--- src/rtl/tx_pkt_reader_if.sv ---
// TX FIFO read side and MAC transmit side of the packet reader, grouped as one bundle.
// master = reader (drives FIFO read and MAC beats), slave = FIFO/MAC environment.
interface tx_pkt_reader_if;
    logic [63:0] tx_fifo_data;
    logic        tx_fifo_empty;
    logic [12:0] tx_fifo_usedw;
    logic        tx_fifo_rd;
    logic [63:0] mac_tx_data;
    logic        mac_tx_valid;
    logic        mac_tx_sop;
    logic        mac_tx_eop;
    logic [2:0]  mac_tx_mod;
    logic        mac_tx_ready;
    logic        hdr_err;
    logic [31:0] pkt_cnt;

    modport master (
        input  tx_fifo_data, tx_fifo_empty, tx_fifo_usedw, mac_tx_ready,
        output tx_fifo_rd, mac_tx_data, mac_tx_valid, mac_tx_sop, mac_tx_eop,
        output mac_tx_mod, hdr_err, pkt_cnt
    );

    modport slave (
        output tx_fifo_data, tx_fifo_empty, tx_fifo_usedw, mac_tx_ready,
        input  tx_fifo_rd, mac_tx_data, mac_tx_valid, mac_tx_sop, mac_tx_eop,
        input  mac_tx_mod, hdr_err, pkt_cnt
    );
endinterface

--- src/rtl/tx_pkt_reader.sv ---
// Store-and-forward frame reader: header qword + data qwords from TX FIFO to MAC; first beat 5 cycles after header read.
// MAC backpressure absorbed by a head register plus two skid slots; FIFO reads throttled so in-flight data always fits.
module tx_pkt_reader #(
    parameter logic [15:0] MAX_BYTES = 16'd9600
) (
    input  logic          clk,
    input  logic          reset,
    tx_pkt_reader_if.master bus
);

    typedef enum logic [4:0] {
        IDLE = 5'b00001,
        HDR  = 5'b00010,
        WAIT = 5'b00100,
        DATA = 5'b01000,
        DONE = 5'b10000
    } state_t;

    state_t      state_q, state_d;
    logic        rd_q, rd_d;
    logic        dvld_q;
    logic [2:0]  mod_q, mod_d;
    logic [12:0] qw_q, qw_d;
    logic [12:0] rd_rem_q, rd_rem_d;
    logic [12:0] send_rem_q, send_rem_d;
    logic [63:0] buf_q [3];
    logic [63:0] buf_d [3];
    logic [1:0]  cnt_q, cnt_d, cnt_mid;
    logic        hdr_err_q, hdr_err_d;
    logic [31:0] pkt_cnt_q, pkt_cnt_d;
    logic        pop, push;
    logic [15:0] hdr_bc;

    always_comb begin
        state_d    = state_q;
        rd_d       = 1'b0;
        mod_d      = mod_q;
        qw_d       = qw_q;
        rd_rem_d   = rd_rem_q;
        send_rem_d = send_rem_q;
        hdr_err_d  = 1'b0;
        pkt_cnt_d  = pkt_cnt_q;
        buf_d      = buf_q;
        hdr_bc     = bus.tx_fifo_data[15:0];

        // buf_q[0] is the beat on the MAC; entries behind it hold beats already read while the MAC stalls
        pop     = (cnt_q != 2'd0) && bus.mac_tx_ready;
        push    = dvld_q && (state_q == DATA);
        cnt_mid = cnt_q - {1'b0, pop};
        if (pop) begin
            buf_d[0] = buf_q[1];
            buf_d[1] = buf_q[2];
        end
        if (push) begin
            case (cnt_mid)
                2'd0:    buf_d[0] = bus.tx_fifo_data;
                2'd1:    buf_d[1] = bus.tx_fifo_data;
                default: buf_d[2] = bus.tx_fifo_data;
            endcase
        end
        cnt_d = cnt_mid + {1'b0, push};

        case (state_q)
            IDLE: begin
                if (!bus.tx_fifo_empty) begin
                    rd_d    = 1'b1;
                    state_d = HDR;
                end
            end
            HDR: begin
                if (dvld_q) begin
                    qw_d  = 13'((17'(hdr_bc) + 17'd7) >> 3);
                    mod_d = hdr_bc[2:0];
                    if (hdr_bc == 16'd0 || hdr_bc > MAX_BYTES) begin
                        hdr_err_d = 1'b1;
                        state_d   = IDLE;
                    end else begin
                        rd_rem_d   = qw_d;
                        send_rem_d = qw_d;
                        state_d    = WAIT;
                    end
                end
            end
            WAIT: begin
                if (bus.tx_fifo_usedw >= qw_q) begin
                    rd_d     = 1'b1;
                    rd_rem_d = rd_rem_q - 13'd1;
                    state_d  = DATA;
                end
            end
            DATA: begin
                // Skid slots in use after this cycle plus the read still in flight must leave room for one more
                if (rd_rem_q != 13'd0 && ({1'b0, cnt_d} + {2'b00, rd_q}) < 3'd3) begin
                    rd_d     = 1'b1;
                    rd_rem_d = rd_rem_q - 13'd1;
                end
                if (pop) begin
                    send_rem_d = send_rem_q - 13'd1;
                    if (send_rem_q == 13'd1) begin
                        pkt_cnt_d = pkt_cnt_q + 32'd1;
                        state_d   = DONE;
                    end
                end
            end
            DONE:    state_d = IDLE;
            default: state_d = IDLE;
        endcase
    end

    always_ff @(posedge clk) begin
        if (reset) begin
            state_q    <= IDLE;
            rd_q       <= 1'b0;
            dvld_q     <= 1'b0;
            mod_q      <= 3'd0;
            qw_q       <= 13'd0;
            rd_rem_q   <= 13'd0;
            send_rem_q <= 13'd0;
            buf_q      <= '{default: '0};
            cnt_q      <= 2'd0;
            hdr_err_q  <= 1'b0;
            pkt_cnt_q  <= 32'd0;
        end else begin
            state_q    <= state_d;
            rd_q       <= rd_d;
            dvld_q     <= rd_q;
            mod_q      <= mod_d;
            qw_q       <= qw_d;
            rd_rem_q   <= rd_rem_d;
            send_rem_q <= send_rem_d;
            buf_q      <= buf_d;
            cnt_q      <= cnt_d;
            hdr_err_q  <= hdr_err_d;
            pkt_cnt_q  <= pkt_cnt_d;
        end
    end

    assign bus.tx_fifo_rd   = rd_q;
    assign bus.mac_tx_valid = (cnt_q != 2'd0);
    assign bus.mac_tx_data  = bus.mac_tx_valid ? buf_q[0] : 64'd0;
    assign bus.mac_tx_sop   = bus.mac_tx_valid && (send_rem_q == qw_q);
    assign bus.mac_tx_eop   = bus.mac_tx_valid && (send_rem_q == 13'd1);
    assign bus.mac_tx_mod   = bus.mac_tx_eop ? mod_q : 3'd0;
    assign bus.hdr_err      = hdr_err_q;
    assign bus.pkt_cnt      = pkt_cnt_q;

endmodule

--- src/flat_wrapper.sv ---
// flat-port wrapper written by rule: the top's interface ports become plain ports
module tx_pkt_reader_flat 
#(
    parameter logic [15:0] MAX_BYTES = 16'd9600
)
  (clk, reset, bus_tx_fifo_data, bus_tx_fifo_empty, bus_tx_fifo_usedw, bus_mac_tx_ready, bus_tx_fifo_rd, bus_mac_tx_data, bus_mac_tx_valid, bus_mac_tx_sop, bus_mac_tx_eop, bus_mac_tx_mod, bus_hdr_err, bus_pkt_cnt);
  tx_pkt_reader_if bus_i ();
  input  logic clk;
  input  logic reset;
  input wire logic [$bits(bus_i.tx_fifo_data)-1:0] bus_tx_fifo_data;
  input wire logic [$bits(bus_i.tx_fifo_empty)-1:0] bus_tx_fifo_empty;
  input wire logic [$bits(bus_i.tx_fifo_usedw)-1:0] bus_tx_fifo_usedw;
  input wire logic [$bits(bus_i.mac_tx_ready)-1:0] bus_mac_tx_ready;
  output wire logic [$bits(bus_i.tx_fifo_rd)-1:0] bus_tx_fifo_rd;
  output wire logic [$bits(bus_i.mac_tx_data)-1:0] bus_mac_tx_data;
  output wire logic [$bits(bus_i.mac_tx_valid)-1:0] bus_mac_tx_valid;
  output wire logic [$bits(bus_i.mac_tx_sop)-1:0] bus_mac_tx_sop;
  output wire logic [$bits(bus_i.mac_tx_eop)-1:0] bus_mac_tx_eop;
  output wire logic [$bits(bus_i.mac_tx_mod)-1:0] bus_mac_tx_mod;
  output wire logic [$bits(bus_i.hdr_err)-1:0] bus_hdr_err;
  output wire logic [$bits(bus_i.pkt_cnt)-1:0] bus_pkt_cnt;
  assign bus_i.tx_fifo_data = bus_tx_fifo_data;
  assign bus_i.tx_fifo_empty = bus_tx_fifo_empty;
  assign bus_i.tx_fifo_usedw = bus_tx_fifo_usedw;
  assign bus_i.mac_tx_ready = bus_mac_tx_ready;
  assign bus_tx_fifo_rd = bus_i.tx_fifo_rd;
  assign bus_mac_tx_data = bus_i.mac_tx_data;
  assign bus_mac_tx_valid = bus_i.mac_tx_valid;
  assign bus_mac_tx_sop = bus_i.mac_tx_sop;
  assign bus_mac_tx_eop = bus_i.mac_tx_eop;
  assign bus_mac_tx_mod = bus_i.mac_tx_mod;
  assign bus_hdr_err = bus_i.hdr_err;
  assign bus_pkt_cnt = bus_i.pkt_cnt;
  tx_pkt_reader #(.MAX_BYTES(MAX_BYTES)) u_core (.clk(clk), .reset(reset), .bus(bus_i));
endmodule
--- config.mk ---
export PLATFORM = sky130hd
export DESIGN_NAME = tx_pkt_reader_flat
export DESIGN_NICKNAME = d
export VERILOG_FILES = /design/src/rtl/tx_pkt_reader_if.sv /design/src/rtl/tx_pkt_reader.sv /design/src/flat_wrapper.sv
export SDC_FILE = /design/constraint.sdc
export NUM_CORES = 1
export LEC_CHECK = 0
export CAP_MARGIN = 20
export CORE_MARGIN = 2
export CORE_UTILIZATION = 55
export CTS_CLUSTER_DIAMETER = 80
export CTS_CLUSTER_SIZE = 14
export DETAILED_ROUTE_END_ITERATION = 7
export GPL_ROUTABILITY_DRIVEN = 0
export PLACE_DENSITY = 0.82
export SLEW_MARGIN = 20
export SYNTH_ARGS = -nofsm -noshare
export SYNTH_HDL_FRONTEND = slang
export SYNTH_SLANG_ARGS = --single-unit
--- constraint.sdc ---
create_clock -name clk -period 3.7 [get_ports clk]
set_input_delay 0.74 -clock clk [delete_from_list [all_inputs] [get_ports clk]]
set_output_delay 0.74 -clock clk [all_outputs]
set_load 0.01 [all_outputs]
==> qor.csv, run 1 <==
stage;metric;value;unit
routing;drtPass1Iterations;5;
worst_setup_path;critPathKind;register to output port;
final_layout;multi_input_area;0.00703;mm²
timing;finalCriticalPeriod;3.46;ns
final_layout;final_common_cell;dfxtp_1;
grt;grt_overflow;0;
timing;slew-limit-headroom;0.284;
floorplanning;rows;56;
synth;ys.flop_type;dfxtp_1;
synth;ys_async_sr_fraction;0;
placement;dpl.hpwl;21800;µm
timing;layout_setup_ws;0.239;ns
final_layout;final_cell_mix;dfxtp_1 (276), nor2_1 (202), clkdlybuf4s50_1 (183);
clocking;insertion_delay;0.53;ns
routing;viasPerCell;5.81;
floorplanning;core_area;0.0234;mm²
routing;vias;11600;
worst_setup_path;critPathLaunchType;register;
clocking;cts_buffer_depth;3;
final_layout;drive_gt1_frac;0.0489;
clocking;clkTransAtPathRegs;0.07;ns
placement;dp_slack;-0.0526;ns
final_layout;nets;1775;
worst_setup_path;worst_setup_path_end_kind;output port;
floorplanning;initial_core_util;0.559;
placement;io_buffer_count;184;
power;power_density;349;mW/mm²
floorplanning;die_area;0.0250;mm²
routing;drc;0;
hold_path;hold_class;register to register;
synth;synth_edf_count;0;
worst_setup_path;cp.arrival;2.72;ns
timing;fin_crit_sh;0.935;
power;leakage;0.00641;µW
clocking;cts.sinks;276;
status;status;finished, final reports clean;
clocking;hold_buffers;0;
synth;syn_area;0.0131;mm²
worst_setup_path;cp_max_fo;25;
synth;synth-seq-cells;276;
synth;synth_cell_type_count;61;
timing;tightest_slew;1.07;ns
timing;rsz0062_at_grt;no;
routing;ant_nets;0;
grt;antenna_found_initial;2;
clocking;cts_tree;yes;
floorplanning;die_width;158;µm
timing;fin_skew;0.0159;ns
final_layout;fillerInstances;1897;
final_layout;design_area;0.0159;mm²
floorplanning;die_y;158;µm
clocking;clockRootBuffer;clkbuf_16;
clocking;htree_levels;1;
synth;syn_nets;1654;
power;vdd_drop_max;0.000383;V
floorplanning;ios;185;
final_layout;regArea;0.00553;mm²
synth;avgSynthCellArea;8.42;µm²
run;drv_cap;0;
routing;dr.first_iter.drc_count;870;
final_layout;area_delta_synth_final;21.3;%
grt;track_usage;0.258;
routing;wl_per_cell;16.6;µm
grt;grt_pass1_wl;53400;µm
timing;fmax;0.289;GHz
routing;wl;33200;µm
final_layout;antennaDiodeCount;0;
synth;yosysWarnings;0;
timing;final_hold_viol_count;0;
placement;dp_cells;1969;
grt;grt_pass1_vias;10800;
timing;slew_violations;0;
placement;place_area;0.0153;mm²
synth;synth_cells;1554;
timing;setup_viol;0;
final_layout;final_cells;1995;
grt;grt_max_degree;153;
timing;hold_ws;0.453;ns
worst_setup_path;required;2.96;ns
clocking;cts_buffers;23;
synth;yosysSeqAreaShare;0.422;
==> cells in the mapped netlist (18+ instances only) <==
master	count	area share
dfxtp_1	276	0.42
nand2_1	182	0.052
clkbuf_1	103	0.030
a21oi_1	106	0.041
mux2i_1	130	0.099
a211oi_1	140	0.080
nor2_1	202	0.058
and2_1	73	0.035
xnor2_1	31	0.021
xor2_1	22	0.015
inv_1	28	0.0080
o21ai_0	26	0.0099
nand3_1	28	0.011
nor3_1	18	0.0069
ha_1	19	0.018
==> critical path: stages, from the launching register on <==
cell and delay [ns]:
dfxtp_1 0.54, or2_2 0.37, buf_4 0.34, and3_1 0.26
and2_1 0.14, clkdlybuf4s50_1 0.53
==> power by group <==
part           internal (µW)  switching, µW
Clock                   1150           1060
Combinational            143            187
Sequential              2980           12.9
==> through the flow <==
stage                util  TNS, ns  total power (µW)
floorplan               -        0              3220
global placement    0.652        0              3380
detailed placement  0.652  -0.0887              3390
CTS                 0.678        0              5570
global route        0.679        0              5690
finish              0.679        0              5540
==> state kept, by name, indices dropped and copies added, names as in the netlist, 2 cells and up <==
register / count
u_core.send_rem_q: 13
u_core.state_q: 5
u_core.bus.pkt_cnt: 32
u_core.rd_rem_q: 13
u_core.buf_q: 192
u_core.qw_q: 13
u_core.mod_q: 3
u_core.cnt_q: 2
==> routing by layer <==
| metal | GRT usage | share of wire | up-vias |
|---|---|---|---|
| met2 | 0.447 | 0.48 | 382 |
| met5 | 0 | 0.00078 | - |
| met4 | 0.0553 | 0.019 | 4 |
| met3 | 0.0460 | 0.065 | 52 |
| met1 | 0.339 | 0.43 | 5468 |
| li1 | - | - | 5681 |
==> cells by family (layout without fill, tap and decap cells) <==
logic type | count (synthesis) | count (layout) | share of synthesized area
muxes | 130 | 130 | 0.0994
AOI/OAI and AO/OA | 338 | 338 | 0.171
buffers and inverters | 150 | 272 | 0.0436
adders and majority gates | 19 | 19 | 0.0182
DFF | 276 | 276 | 0.422
and+or+nand+nor | 588 | 588 | 0.210
xor gates and xnor gates | 53 | 53 | 0.0355
==> cell type report <==
| cell class | count | share of cell area |
|---|---|---|
| clock inverter | 1 | 0.00126 |
| timing repair buffer | 218 | 0.139 |
| inverter | 28 | 0.00662 |
| sequential | 276 | 0.348 |
| tap | 319 | 0.0251 |
| multi-input combinational | 1128 | 0.443 |
| clock buffer | 25 | 0.0380 |
==> worst paths after layout <==
kind	end	cells past startpoint	startpoint	slack [ns]
max	bus_mac_tx_mod[1]	5	u_core.cnt_q[1]	0.24
min	u_core.buf_q[61]	2	u_core.buf_q[61]	0.45
max reg2reg	u_core.rd_rem_q[9]	12	u_core.state_q[3]	0.46
min reg2reg	u_core.buf_q[61]	2	u_core.buf_q[61]	0.45
==> repair_timing <==
item                       in CTS  in global routing
setup endpoints to repair       0                  2
setup buffers                   0                  0
gates resized for setup         0                  1
(Power assumes the default switching activity.)
==> inputs of run 2 (changes only) <==
GPL_ROUTABILITY_DRIVEN = default   (was 0)
GPL_TIMING_DRIVEN = 1   (was default)
==> run 2 against run 1 <==
Against the previous run:
- power rose by 0.37%
- global-route usage rose by 0.81 points
- core utilization is 0.24 points higher
- via count increased by 1.1%
- hold slack about the same
- register-to-register slack is essentially flat
- first-iteration DRC count rose by 3.2%
- design area is 0.35% higher
- clock power is essentially flat
- clock-buffer cell count decreased by 2
- maximum frequency rose by 0.72%
- final cell count is 0.35% higher
- highest routed layer unchanged
==> qor.csv, run 2 (synthesis results as in run 1) <==
stage;metric;value;unit;change
status;status;finished, final reports clean;;unchanged
timing;rsz0062_at_grt;no;;unchanged
placement;dp_slack;0.0449;ns;was -0.0526 ns
worst_setup_path;r2r_start;u_core.state_q[4];;was u_core.state_q[3]
run;drv_cap;0;;unchanged
final_layout;largest_reg_flops;192;;unchanged
final_layout;area_delta_synth_final;21.8;%;was 21.3%
routing;wl_per_cell;16.8;µm;was 16.6 µm
grt;grt_max_degree;131;;was 153
final_layout;nets;1782;;was 1775
final_layout;regArea;0.00553;mm²;unchanged
routing;wl;33600;µm;was 33200 µm
worst_setup_path;critPathLaunchType;register;;unchanged
placement;routabilityCongestion;0.883;;
power;power;5560;µW;was 5540 µW
worst_setup_path;cp_max_fo;7;;was 25
routing;viasPerCell;5.85;;was 5.81
worst_setup_path;critPathKind;register to output port;;unchanged
routing;dr.first_iter.drc_count;898;;was 870
clocking;cts_buffers;23;;unchanged
clocking;cts_buffer_depth;3;;unchanged
grt;met1_usage;0.353;;was 0.339
final_layout;final_cells;2002;;was 1995
timing;fmax;0.291;GHz;was 0.289 GHz
power;power_density;349;mW/mm²;about the same
final_layout;final_common_cell;dfxtp_1;;unchanged
placement;dp_cells;1975;;was 1969
worst_setup_path;cp.arrival;2.70;ns;was 2.72 ns
timing;finalCriticalPeriod;3.44;ns;was 3.46 ns
grt;use_met2;0.448;;was 0.447
grt;grt_overflow;0;;unchanged
clocking;cts_setup_buffers;0;;unchanged
timing;setup_viol;0;;unchanged
final_layout;fillerInstances;1914;;was 1897
floorplanning;die_y;158;µm;unchanged
worst_setup_path;worst-r2r-cell-count;12;;unchanged
placement;io_buffer_count;184;;unchanged
routing;ant_nets;0;;unchanged
power;leakage;0.00645;µW;was 0.00641 µW
routing;drc;0;;unchanged
power;vdd_drop_max;0.000283;V;was 0.000383 V
worst_setup_path;required;2.96;ns;about the same
final_layout;top_register;u_core.buf_q;;unchanged
floorplanning;die_width;158;µm;unchanged
floorplanning;ios;185;;unchanged
grt;antenna_found_initial;4;;was 2
worst_setup_path;cp-endpoint;bus_mac_tx_mod[2];;was bus_mac_tx_mod[1]
timing;slew-limit-headroom;0.249;;was 0.284
grt;track_usage;0.267;;was 0.258
floorplanning;initial_core_util;0.559;;unchanged
worst_setup_path;worstSetupStartpoint;u_core.send_rem_q[6];;was u_core.cnt_q[1]
floorplanning;rows;56;;unchanged
clocking;clkTransAtPathRegs;0.07;ns;about the same
final_layout;design_area;0.0159;mm²;about the same
timing;layout_setup_ws;0.264;ns;was 0.239 ns
hold_path;hold_class;register to register;;unchanged
grt;grt_pass1_vias;11200;;was 10800
placement;place_area;0.0153;mm²;about the same
routing;drtPass1Iterations;7;;was 5
clocking;cts.sinks;276;;unchanged
final_layout;final_cell_mix;dfxtp_1 (276), nor2_1 (202), clkdlybuf4s50_1 (183);;unchanged
floorplanning;core_area;0.0234;mm²;unchanged
timing;tightest_slew;1.13;ns;was 1.07 ns
timing;setup_tns;0;ns;unchanged
worst_setup_path;worst_setup_path_end_kind;output port;;unchanged
final_layout;drive_gt1_frac;0.0523;;was 0.0489
worst_setup_path;r2r_slack;0.47;ns;was 0.46 ns
timing;fin_skew;0.0125;ns;was 0.0159 ns
grt;grtUsageMet3;0.0498;;was 0.0460
floorplanning;die_area;0.0250;mm²;unchanged
worst_setup_path;r2r-end;u_core.rd_rem_q[5];;was u_core.rd_rem_q[9]
timing;fin_crit_sh;0.929;;was 0.935
grt;grt_pass1_wl;55200;µm;was 53400 µm
clocking;htree_levels;1;;unchanged
clocking;insertion_delay;0.53;ns;about the same
clocking;clockRootBuffer;clkbuf_16;;unchanged
routing;vias;11700;;was 11600
grt;busiest_layer;met2;;unchanged
placement;dpl.hpwl;22000;µm;was 21800 µm
final_layout;multi_input_area;0.00703;mm²;unchanged
timing;final_hold_viol_count;0;;unchanged
clocking;cts_tree;yes;;unchanged
timing;slew_violations;0;;unchanged
## run 2: changes by cell type in the layout (fill, tap and decap cells not counted)
cell       delta
buf_4         +6
bufinv_16     +1
clkbuf_2      +1
clkbuf_8      -2
diode_2       +1
## run 2: how the worst min path moves through the flow
stage                             to              from  cells after the start  slack (ns)
finish              u_core.buf_q[19]  u_core.buf_q[19]                      2        0.45
global placement    u_core.buf_q[39]  u_core.buf_q[39]                      2        0.44
global route        u_core.buf_q[22]  u_core.buf_q[22]                      2        0.47
floorplan            u_core.mod_q[0]   u_core.mod_q[0]                      2        0.43
CTS                 u_core.buf_q[25]  u_core.buf_q[25]                      2        0.45
detailed placement  u_core.buf_q[25]  u_core.buf_q[25]                      2        0.45
## run 2: area by class of cell
type                       count  share of cell area
antenna                        1            0.000157
clock buffer                  23              0.0361
clock inverter                 2             0.00314
inverter                      28             0.00659
multi-input combinational   1128               0.441
sequential                   276               0.347
tap                          319              0.0250
timing repair buffer         225               0.141
## run 2: through the flow
| step | hold WS [ns] | utilization |
|---|---|---|
| after floorplan | 0.432 | - |
| after global placement | 0.441 | 0.654 |
| after detailed placement | 0.446 | 0.654 |
| after CTS | 0.454 | 0.680 |
| after global routing | 0.472 | 0.681 |
| final | 0.453 | 0.681 |
## run 2: layer usage
metal	share of wire	vias up
met5	0.0012	-
met4	0.024	6
met3	0.069	66
met2	0.47	355
met1	0.44	5594
li1	-	5697
## run 2: where the power goes
group,total (µW),switching (µW),internal [µW]
combinational,333,190,144
sequential,3000,13.7,2980
clock,2230,1050,1180
total,5560,1250,4310
## run 2: critical path, stage by stage (launching register included)
cell and delay [ns]:
dfxtp_1 0.39, or3_4 0.46, nor3_2 0.36, and3_1 0.29
and2_1 0.14, clkdlybuf4s50_1 0.53
## run 2: repair_timing
action / 4_1_cts / 5_1_grt
hold buffers: 0 / 0
resized for setup: 0 / 1
setup endpoints to repair: 0 / 2
